**src/rtl/lbm_pkg.sv**
```systemverilog
// Shared D2Q9 definitions: direction indices, default widths and the per-cell readout record.
// Direction order is C0, N, NE, E, SE, S, SW, W, NW, matching the slice order of the RAM bus.
package lbm_pkg;

    localparam int LBM_DATA_WIDTH    = 16;
    localparam int LBM_ADDRESS_WIDTH = 8;
    // Coordinate fields are sized for the largest supported lattice (256 per axis).
    localparam int LBM_COORD_WIDTH   = 8;

    localparam int DIR_C0 = 0;
    localparam int DIR_N  = 1;
    localparam int DIR_NE = 2;
    localparam int DIR_E  = 3;
    localparam int DIR_SE = 4;
    localparam int DIR_S  = 5;
    localparam int DIR_SW = 6;
    localparam int DIR_W  = 7;
    localparam int DIR_NW = 8;

    typedef struct packed {
        logic [LBM_COORD_WIDTH-1:0]  x;
        logic [LBM_COORD_WIDTH-1:0]  y;
        logic                        last;
        logic                        barrier;
        logic [LBM_DATA_WIDTH+3:0]   rho;
        logic [LBM_DATA_WIDTH+2:0]   mom_x;
        logic [LBM_DATA_WIDTH+2:0]   mom_y;
    } cell_out_t;

endpackage

```
**src/rtl/lbm_macro.sv**
```systemverilog
// Combinational D2Q9 moments (density, x/y momentum) from nine unsigned distribution values.
// Zero latency, no flow control; output widths cover the worst case so nothing saturates.
module lbm_macro
    import lbm_pkg::*;
#(
    parameter int DATA_WIDTH = LBM_DATA_WIDTH
) (
    input  logic [9*DATA_WIDTH-1:0] f,
    output logic [DATA_WIDTH+3:0]   rho,
    output logic [DATA_WIDTH+2:0]   mom_x,
    output logic [DATA_WIDTH+2:0]   mom_y
);
    localparam int RW = DATA_WIDTH + 4;
    localparam int MW = DATA_WIDTH + 3;

    logic [RW-1:0] r [9];
    logic [MW-1:0] m [9];

    always_comb begin
        for (int k = 0; k < 9; k++) begin
            r[k] = RW'(f[k*DATA_WIDTH +: DATA_WIDTH]);
            m[k] = MW'(f[k*DATA_WIDTH +: DATA_WIDTH]);
        end
    end

    assign rho   = r[0] + r[1] + r[2] + r[3] + r[4] + r[5] + r[6] + r[7] + r[8];
    assign mom_x = (m[DIR_E] + m[DIR_NE] + m[DIR_SE]) - (m[DIR_W] + m[DIR_NW] + m[DIR_SW]);
    assign mom_y = (m[DIR_N] + m[DIR_NE] + m[DIR_NW]) - (m[DIR_S] + m[DIR_SE] + m[DIR_SW]);

endmodule

```
**src/rtl/lattice_readout.sv**
```systemverilog
// Frame reader: walks every lattice cell, emits density/momentum/barrier beats in address order.
// First beat 2 cycles after its read; 1 cell/cycle; reads throttle so the 2-entry buffer never overflows.
module lattice_readout
    import lbm_pkg::*;
#(
    parameter int WIDTH         = 16,
    parameter int HEIGHT        = 16,
    parameter int DATA_WIDTH    = LBM_DATA_WIDTH,
    parameter int ADDRESS_WIDTH = $clog2(WIDTH*HEIGHT)
) (
    input  logic                       clk,
    input  logic                       rst,
    input  logic                       start,
    output logic                       busy,
    output logic                       done,
    output logic                       rd_en,
    output logic [ADDRESS_WIDTH-1:0]   rd_address,
    input  logic [9*DATA_WIDTH-1:0]    f_data,
    input  logic                       barrier_data,
    output logic                       cell_valid,
    input  logic                       cell_ready,
    output logic [$clog2(WIDTH)-1:0]   cell_x,
    output logic [$clog2(HEIGHT)-1:0]  cell_y,
    output logic                       cell_last,
    output logic                       cell_barrier,
    output logic [DATA_WIDTH+3:0]      rho,
    output logic [DATA_WIDTH+2:0]      mom_x,
    output logic [DATA_WIDTH+2:0]      mom_y
);
    localparam int XW = $clog2(WIDTH);
    localparam int YW = $clog2(HEIGHT);
    localparam logic [ADDRESS_WIDTH-1:0] LAST_ADDRESS = ADDRESS_WIDTH'(WIDTH*HEIGHT - 1);
    localparam logic [XW-1:0]            X_MAX        = XW'(WIDTH - 1);

    typedef enum logic [1:0] {IDLE, RUN, DRAIN, DONE} state_t;

    state_t                 state;
    logic [XW-1:0]          x_cnt, x_d;
    logic [YW-1:0]          y_cnt, y_d;
    logic                   last_d, inflight;
    logic [1:0]             count, count_next;
    logic                   push, pop;
    cell_out_t              ent0, ent1, new_entry;
    logic [DATA_WIDTH+3:0]  sum_rho;
    logic [DATA_WIDTH+2:0]  sum_mx, sum_my;
    logic                   unused_coord_bits;

    lbm_macro #(.DATA_WIDTH(DATA_WIDTH)) u_macro (
        .f     (f_data),
        .rho   (sum_rho),
        .mom_x (sum_mx),
        .mom_y (sum_my)
    );

    assign push       = inflight;
    assign pop        = cell_valid && cell_ready;
    assign count_next = count + {1'b0, push} - {1'b0, pop};
    // A read is issued only if its data is guaranteed a slot on return, even with no pop.
    assign rd_en      = (state == RUN) && (count_next < 2'd2);

    always_comb begin
        new_entry         = '0;
        new_entry.x       = LBM_COORD_WIDTH'(x_d);
        new_entry.y       = LBM_COORD_WIDTH'(y_d);
        new_entry.last    = last_d;
        new_entry.barrier = barrier_data;
        new_entry.rho     = sum_rho;
        new_entry.mom_x   = sum_mx;
        new_entry.mom_y   = sum_my;
    end

    always_ff @(posedge clk or posedge rst) begin
        if (rst) begin
            state      <= IDLE;
            busy       <= 1'b0;
            done       <= 1'b0;
            rd_address <= '0;
            x_cnt      <= '0;
            y_cnt      <= '0;
            x_d        <= '0;
            y_d        <= '0;
            last_d     <= 1'b0;
            inflight   <= 1'b0;
        end else begin
            done     <= 1'b0;
            inflight <= rd_en;
            if (rd_en) begin
                x_d    <= x_cnt;
                y_d    <= y_cnt;
                last_d <= (rd_address == LAST_ADDRESS);
            end
            case (state)
                IDLE: if (start) begin
                    state      <= RUN;
                    busy       <= 1'b1;
                    rd_address <= '0;
                    x_cnt      <= '0;
                    y_cnt      <= '0;
                end
                RUN: if (rd_en) begin
                    rd_address <= rd_address + ADDRESS_WIDTH'(1);
                    if (x_cnt == X_MAX) begin
                        x_cnt <= '0;
                        y_cnt <= y_cnt + YW'(1);
                    end else begin
                        x_cnt <= x_cnt + XW'(1);
                    end
                    if (rd_address == LAST_ADDRESS) state <= DRAIN;
                end
                // Leave as soon as the final beat is accepted so done follows it by one cycle.
                DRAIN: if (!inflight && count_next == 2'd0) begin
                    state <= DONE;
                    done  <= 1'b1;
                    busy  <= 1'b0;
                end
                DONE:    state <= IDLE;
                default: state <= IDLE;
            endcase
        end
    end

    always_ff @(posedge clk or posedge rst) begin
        if (rst) begin
            count      <= 2'd0;
            cell_valid <= 1'b0;
            ent0       <= '0;
            ent1       <= '0;
        end else begin
            count      <= count_next;
            cell_valid <= (count_next != 2'd0);
            case ({push, pop})
                2'b10: if (count == 2'd0) ent0 <= new_entry; else ent1 <= new_entry;
                2'b01: ent0 <= ent1;
                2'b11: if (count == 2'd1) begin
                    ent0 <= new_entry;
                end else begin
                    ent0 <= ent1;
                    ent1 <= new_entry;
                end
                default: ;
            endcase
        end
    end

    assign cell_x            = ent0.x[XW-1:0];
    assign cell_y            = ent0.y[YW-1:0];
    assign cell_last         = ent0.last;
    assign cell_barrier      = ent0.barrier;
    assign rho               = ent0.rho;
    assign mom_x             = ent0.mom_x;
    assign mom_y             = ent0.mom_y;
    assign unused_coord_bits = ^{ent0.x, ent0.y};

endmodule

```
**config.mk**
```make
export PLATFORM = sky130hd
export DESIGN_NAME = lattice_readout
export DESIGN_NICKNAME = d
export VERILOG_FILES = /design/src/rtl/lbm_pkg.sv /design/src/rtl/lbm_macro.sv /design/src/rtl/lattice_readout.sv
export SDC_FILE = /design/constraint.sdc
export NUM_CORES = 1
export LEC_CHECK = 0
export CAP_MARGIN = 0
export CORE_MARGIN = 2
export CORE_UTILIZATION = 52
export DETAILED_ROUTE_END_ITERATION = 16
export HOLD_SLACK_MARGIN = 0.08
export PLACE_DENSITY = 0.79
export SLEW_MARGIN = 5
export SYNTH_ARGS = -nofsm -noshare
export SYNTH_HDL_FRONTEND = slang
export SYNTH_SLANG_ARGS = --single-unit
```
**constraint.sdc**
```tcl
create_clock -name clk -period 5.9 [get_ports clk]
set_clock_uncertainty 0.2 [all_clocks]
set_input_delay 1.18 -clock clk [delete_from_list [all_inputs] [get_ports clk]]
set_output_delay 1.18 -clock clk [all_outputs]
set_load 0.05 [all_outputs]
```
# == Word level (Yosys, flattened, before mapping) ==
# Index checks and enable logic that the tools add are counted.
# totals
register_bits,173
latch_bits,0
ramBits,0
mem_bits_ro,0
input_bits,149
out_inout_bits,80
n_memories,0
# classes
n_addsub,23
n_mul,0
div_mod_pow,0
magnitude_cmp,1
eq_ne,17
shift,0
n_mux,26
bitwise_logic,0
n_reduce_logical,18
# op_table
cell,count
72-bit two-way mux,4
72-bit one-hot mux with 3 select lines,1
72-bit one-hot mux with 2 select lines,1
20-bit by 16-bit adder with 20-bit output,7
16-bit by 16-bit adder with 17-bit output,5
19-bit by 16-bit adder with 19-bit output,4
19-bit subtractor,2
4-bit two-way mux,5
8-bit two-way mux,2
4-bit one-hot mux with 2 select lines,2
8-bit one-hot mux with 2 select lines,1
"2-bit inequality test, second input constant",6
3-bit AND reduction,3
"4-bit by 1-bit adder with 4-bit output, second input constant",2
"8-bit by 1-bit adder with 8-bit output, second input constant",1
"2-bit == test, second input constant",4
"8-bit == test, second input constant",1
2-bit two-way mux,4
2-bit one-hot mux with 4 select lines,1
4-bit AND reduction,2
2-bit nonzero test,4
"2-bit by 1-bit == test with 1-bit output, second input constant",3
2-bit zero test,3
"4-bit == test, second input constant",1
other kinds (10),16

# == Longest topological paths before layout ==
# depth
depth_word,10
mapped_depth,24
ltp_nobuf,24

# == Cells and area by module ==
# Synthesis repeated with hierarchy kept, for this count alone.
# unflattened
hier_cells,1619
area_unflattened_um2,16032.9
# modules_own_cells
module,instances,cells_each,area_per_inst_um2,seq_area_each_um2
lbm_macro,1,1006,8788.4,0.0
lattice_readout,1,613,7244.4,4229.1

# == Worst setup path before layout ==
# Ideal clock, no wire load.
# synth_path
path_kind,input -> register
startpoint,input port f_data[0]
endpoint,register ent0 (netlist bit rho[19])
setup_ps,132
arrival_time_ps,6090
t_required_ps,5568
slack_ps,-522
path_stages,24
n_path_buf,0
cell_sequence,ha_1 -> inv_1 -> fa_1 -> nor2b_1 -> o21ai_1 -> a21boi_1 -> o211ai_1 -> o211ai_1 -> a21oi_1 -> xnor2_1 -> fa_1 -> inv_1 -> fa_1 -> fa_1 -> inv_1 -> fa_1 -> ha_1 -> and3_1 -> and3_1 -> a32o_1 -> nor3_1 -> o31ai_1 -> a32oi_1 -> o21ai_1
# synth_via
elab_chain_len,10
elab_cells_between_ends,11
cone_classes,8 x add/sub; 3 x mux
# synth_lines
element,line,rtl
from (decl),lattice_readout.sv:18,"input logic [9*DATA_WIDTH-1:0] f_data,"
16-bit by 16-bit adder with 17-bit output *,lbm_macro.sv:26,assign rho = r[0] + r[1] + r[2] + r[3] + r[4] + r[5] + r[6] + r[7] + r[8];
20-bit by 16-bit adder with 20-bit output * (7 in a row),lbm_macro.sv:26,
"72-bit two-way mux, on equally long branches","lattice_readout.sv:134, lattice_readout.sv:132",
72-bit one-hot mux with 3 select lines *,lattice_readout.sv:131,"case ({push, pop})"
to (signal assigned),lattice_readout.sv:132,2'b10: if (count == 2'd0) ent0 <= new_entry; else ent1 <= new_entry;
to (signal assigned),lattice_readout.sv:133,2'b01: ent0 <= ent1;
to (signal assigned),lattice_readout.sv:135,ent0 <= new_entry;
to (decl),lattice_readout.sv:43,"cell_out_t ent0, ent1, new_entry;"
# Every way passes the cells marked *; elsewhere a longest branch is shown, timed or not. The select of a mux whose other input is x is not followed.
# A chain may end at the register's enable or synchronous reset.

# == Final worst setup path ==
# layout_path
startpoint,input port f_data[0]
endpoint,register ent0 (netlist bit rho[17])
# The elaborated chain is that of the path after synthesis.

==> impl.org <==
** Floorplan
- 229 I/O pins were placed.
- Starting utilization of the core area :: 0.5233
- Die Y :: around 180 um
- Area of the die :: 33950 um^2
- Core footprint :: 32290 um^2
- The initialized floorplan defines 66 standard-cell rows.
- Horizontal extent of the die :: between 150 and 200 um

** Layout
- The number of antenna diodes in the final layout is 0.
- Layout cell share with drive strength beyond 1 :: 0.2565
- In the final layout, the multi-input gates occupy about 13000 um^2.
- Top library cells by usage in the layout, fill and taps aside :: 329 x sky130_fd_sc_hd__buf_4, 212 x sky130_fd_sc_hd__nand2_1, 210 x sky130_fd_sc_hd__inv_1, 197 x sky130_fd_sc_hd__clkdlybuf4s50_1, 169 x sky130_fd_sc_hd__dfrtp_1
- Area occupied by registers :: 4229 um^2
- Growth of design area from synthesis to finish :: 41.74%
- After the last flow step, the layout net total stands at 2838.
- The library cell used most frequently in the layout, excluding fill and tap cells, is sky130_fd_sc_hd__buf_4.
- Filler cell count :: ~2100

** STA
- Setup repair after global routing could not meet its margin everywhere.
- Post-route minimum period :: 6.316 ns
- Setup Total Neg Slack :: -6.230 ns
- Fin crit share :: 1.071
- The count of endpoints failing hold in the final timing report came to 0.
- At the pin with the least slew margin, the transition time is between 1 and 1.5 ns.
- Derived from the worst setup path, the maximum achievable clock frequency is 0.1583 GHz.
- Worst-case setup margin in the final layout :: -0.4160 ns
- The worst pin sits at a relative slew slack of 0.2484.
- The count of pins over their slew limit came to 0.
- Setup violation total in the final timing report :: 23

** Critical path
- In this run the critical register-to-register path is captured at mom_y[11].
- Largest driver fanout on the critical path :: 3
- Worst-path cell with the longest stage delay :: sky130_fd_sc_hd__fa_1
- For the worst setup path, the data required time is just under 6 ns.
- In this design, the stage delay of the slowest critical-path cell is 0.51 ns.
- Register-to-Register Path Depth :: 6
- The worst setup path is launched from a primary input.
- Capturing element type of the critical path :: register
- The worst register-to-register path has a setup slack of roughly 2.6 ns.
- The critical path starts at f_data[0].
- The worst setup path is of the primary input to register kind.
- Arrival time worst endpoint :: 6.38 ns
- In this run the critical register-to-register path is launched from inflight.
- Counting both buffers and inverters, the worst setup path holds a total of 5.
- In this design, the largest share of critical-path delay is due to adder cells.
- Crit-path most repeated cell :: sky130_fd_sc_hd__fa_1

** CTS
- In this run the number of H-tree levels came out at 4.
- Number of sinks driven by the clock tree :: 169
- TritonCTS built the clock tree.
- Latest clock arrival within the worst-skew pair :: roughly 0.43 ns
- Total CTS buffers :: 17
- Maximum buffer depth of the clock tree :: 2
- Clock-pin slew was measured on the worst setup and hold paths at 0.07 ns.
- The root buffer cell chosen for the clock tree is sky130_fd_sc_hd__clkbuf_16.
- Buffers inserted to repair hold after CTS numbered 0.

** Worst hold path
- The worst hold path was traced through 2 stages.
- The path with the worst hold slack has its endpoint at ent1[42].
- Hold Path Origin :: ent1[42]
- Path type of the worst min-delay path :: register to register

** Placed design
- Once detailed placement completed, the half-perimeter wirelength came to 39940 um.
- During placement, the flow inserted port buffers numbering 228.
- Routability congestion estimate from global placement :: 0.9339

** Route
- After detailed routing, the number of remaining DRC violations is 0.
- Final routed wirelength across all metal layers :: 52120 um
- DR WL/cell :: 18.40 um
- Iter 0 DRT Violations :: 991
- Vias per cell :: about 5.6
- Length of the first detailed-routing pass in iterations :: 5
- The routed layout has 15760 vias.
- In this run the remaining antenna-violating nets after routing total 0.

** Run status
- Result of the run :: finished, violations left
- Failing checks :: negative setup slack

** Synthesis
- Gate count of the mapped netlist :: approximately 1800
- The synthesized netlist occupies a cell area of 16900 um^2.
- After synthesis, the share of flip-flops with an asynchronous set or reset is 1.000.
- After synthesis, the mean cell area works out to 9.154 um^2.
- Flip-flop cell with the highest count after synthesis :: sky130_fd_sc_hd__dfrtp_1
- In this run, synthesis inferred 0 flip-flops with an integrated enable.
- The number of nets in the synthesized netlist is ~2300.
- Synth cell types :: 79
- The Yosys step of the flow raised 0 warnings.
- Counting flops and latches in the post-synthesis netlist gives 169.
- The share of the Yosys chip area taken by registers is 0.2503.

** Global route
- Tot GR Track Use :: 0.3055
- Initial antenna violation count :: 0
- Remaining global-route overflow :: 0
- Number of global-route vias before repair :: around 16000
- Wire length of the first global-routing pass :: between 80000 and 90000 um
- Largest net degree at the start of global routing :: 170

** Job
- Max-cap violations in this run came to 0.
flip-flops by register name, indices dropped and copies added, names as in the netlist:
| name | cells |
|---|---|
| last_d | 1 |
| y_cnt | 4 |
| x_d | 4 |
| mom_x | 19 |
| done | 1 |
| mom_y | 19 |
| rho | 20 |
| cell_x | 4 |
| cell_valid | 1 |
| cell_y | 4 |
| rd_address | 8 |
| inflight | 1 |
| x_cnt | 4 |
| ent1 | 68 |
| busy | 1 |
| cell_barrier | 1 |
| count | 2 |
| cell_last | 1 |
| y_d | 4 |
| state | 2 |
metrics by stage:
step	cells	utilization	worst slack, ns	hold slack (ns)	cell area [um^2]
floorplan	1846	-	-0.2694	0.2447	17040
global placement	2760	0.6795	-1.273	0.2563	21940
detailed placement	2760	0.6795	-1.380	0.2658	21940
CTS	2816	0.7188	-0.5251	0.2802	23210
global route	2832	0.7418	-0.6049	0.3053	23950
finish	2832	0.7418	-0.4160	0.2760	23950
synthesized netlist by cell type, types with 14 or more instances:
cell                       number  area share
sky130_fd_sc_hd__nand3_1       23      0.0068
sky130_fd_sc_hd__mux2_2        14      0.0093
sky130_fd_sc_hd__ha_1         148        0.11
sky130_fd_sc_hd__a21oi_1      127       0.038
sky130_fd_sc_hd__a21o_1        41       0.018
sky130_fd_sc_hd__a31oi_1       29       0.011
sky130_fd_sc_hd__dfrtp_1      169        0.25
sky130_fd_sc_hd__xor2_1        56       0.029
sky130_fd_sc_hd__xnor2_1       66       0.034
sky130_fd_sc_hd__nor2_1       113       0.025
sky130_fd_sc_hd__and3_1        19      0.0070
sky130_fd_sc_hd__o21ai_0       67       0.020
sky130_fd_sc_hd__nand2b_1      18      0.0067
sky130_fd_sc_hd__a22oi_1       17      0.0076
sky130_fd_sc_hd__nand2_1      215       0.048
sky130_fd_sc_hd__clkbuf_1      35      0.0078
sky130_fd_sc_hd__inv_1        229       0.051
sky130_fd_sc_hd__fa_1         164        0.19
sky130_fd_sc_hd__o21ai_1       75       0.022
worst reg2reg max path, cell delays in order, from the launching register on:
cell and delay [ns]:
sky130_fd_sc_hd__dfrtp_1 0.73, sky130_fd_sc_hd__nand2b_1 0.21, sky130_fd_sc_hd__o21ai_4 0.42, sky130_fd_sc_hd__buf_4 0.52, sky130_fd_sc_hd__nand2_1 0.55, sky130_fd_sc_hd__or3_1 0.50, sky130_fd_sc_hd__nand3_1 0.07
final cells by class:
type                       count  share of cell area
clock inverter                13            0.005694
clock buffer                  19             0.01849
tap                          442             0.02309
inverter                     232             0.03652
multi-input combinational   1393              0.5363
sequential                   169              0.1766
timing repair buffer         564              0.2033
worst max path at each step:
stage,end,cells past startpoint,slack [ns]
final,rho[17],26,-0.42
after global routing,rho[17],27,-0.60
after CTS,rho[17],26,-0.53
after detailed placement,rho[17],24,-1.38
after global placement,rho[19],24,-1.27
after floorplan,rho[19],24,-0.27
what timing repair did:
item	in CTS	in global routing
setup buffers	24	19
resized for setup	126	158
cloned	0	0
setup endpoints to repair	61	60
pin swaps	102	149
routing by layer:
metal / up-vias / GRT usage / share of wire
met4: 0 / 0.09952 / 0.030
met1: 7820 / 0.4062 / 0.43
li1: 7324 / - / -
met2: 522 / 0.5278 / 0.49
met5: - / 0 / 0
met3: 96 / 0.02845 / 0.051
logic make-up (layout without fill, tap and decap cells):
| logic type | Yosys count | in the layout | synth area share |
|---|---|---|---|
| compound gates | 470 | 470 | 0.1774 |
| simple gates | 454 | 454 | 0.1180 |
| fa+ha+maj | 312 | 312 | 0.3039 |
| buf+inv | 284 | 828 | 0.06449 |
| flops | 169 | 169 | 0.2503 |
| xor+xnor | 122 | 122 | 0.06324 |
| mux | 35 | 35 | 0.02266 |
Power is left out: the tool's default activity adds up to more than one toggle a clock period on the data nets, which glitch-free logic cannot reach.
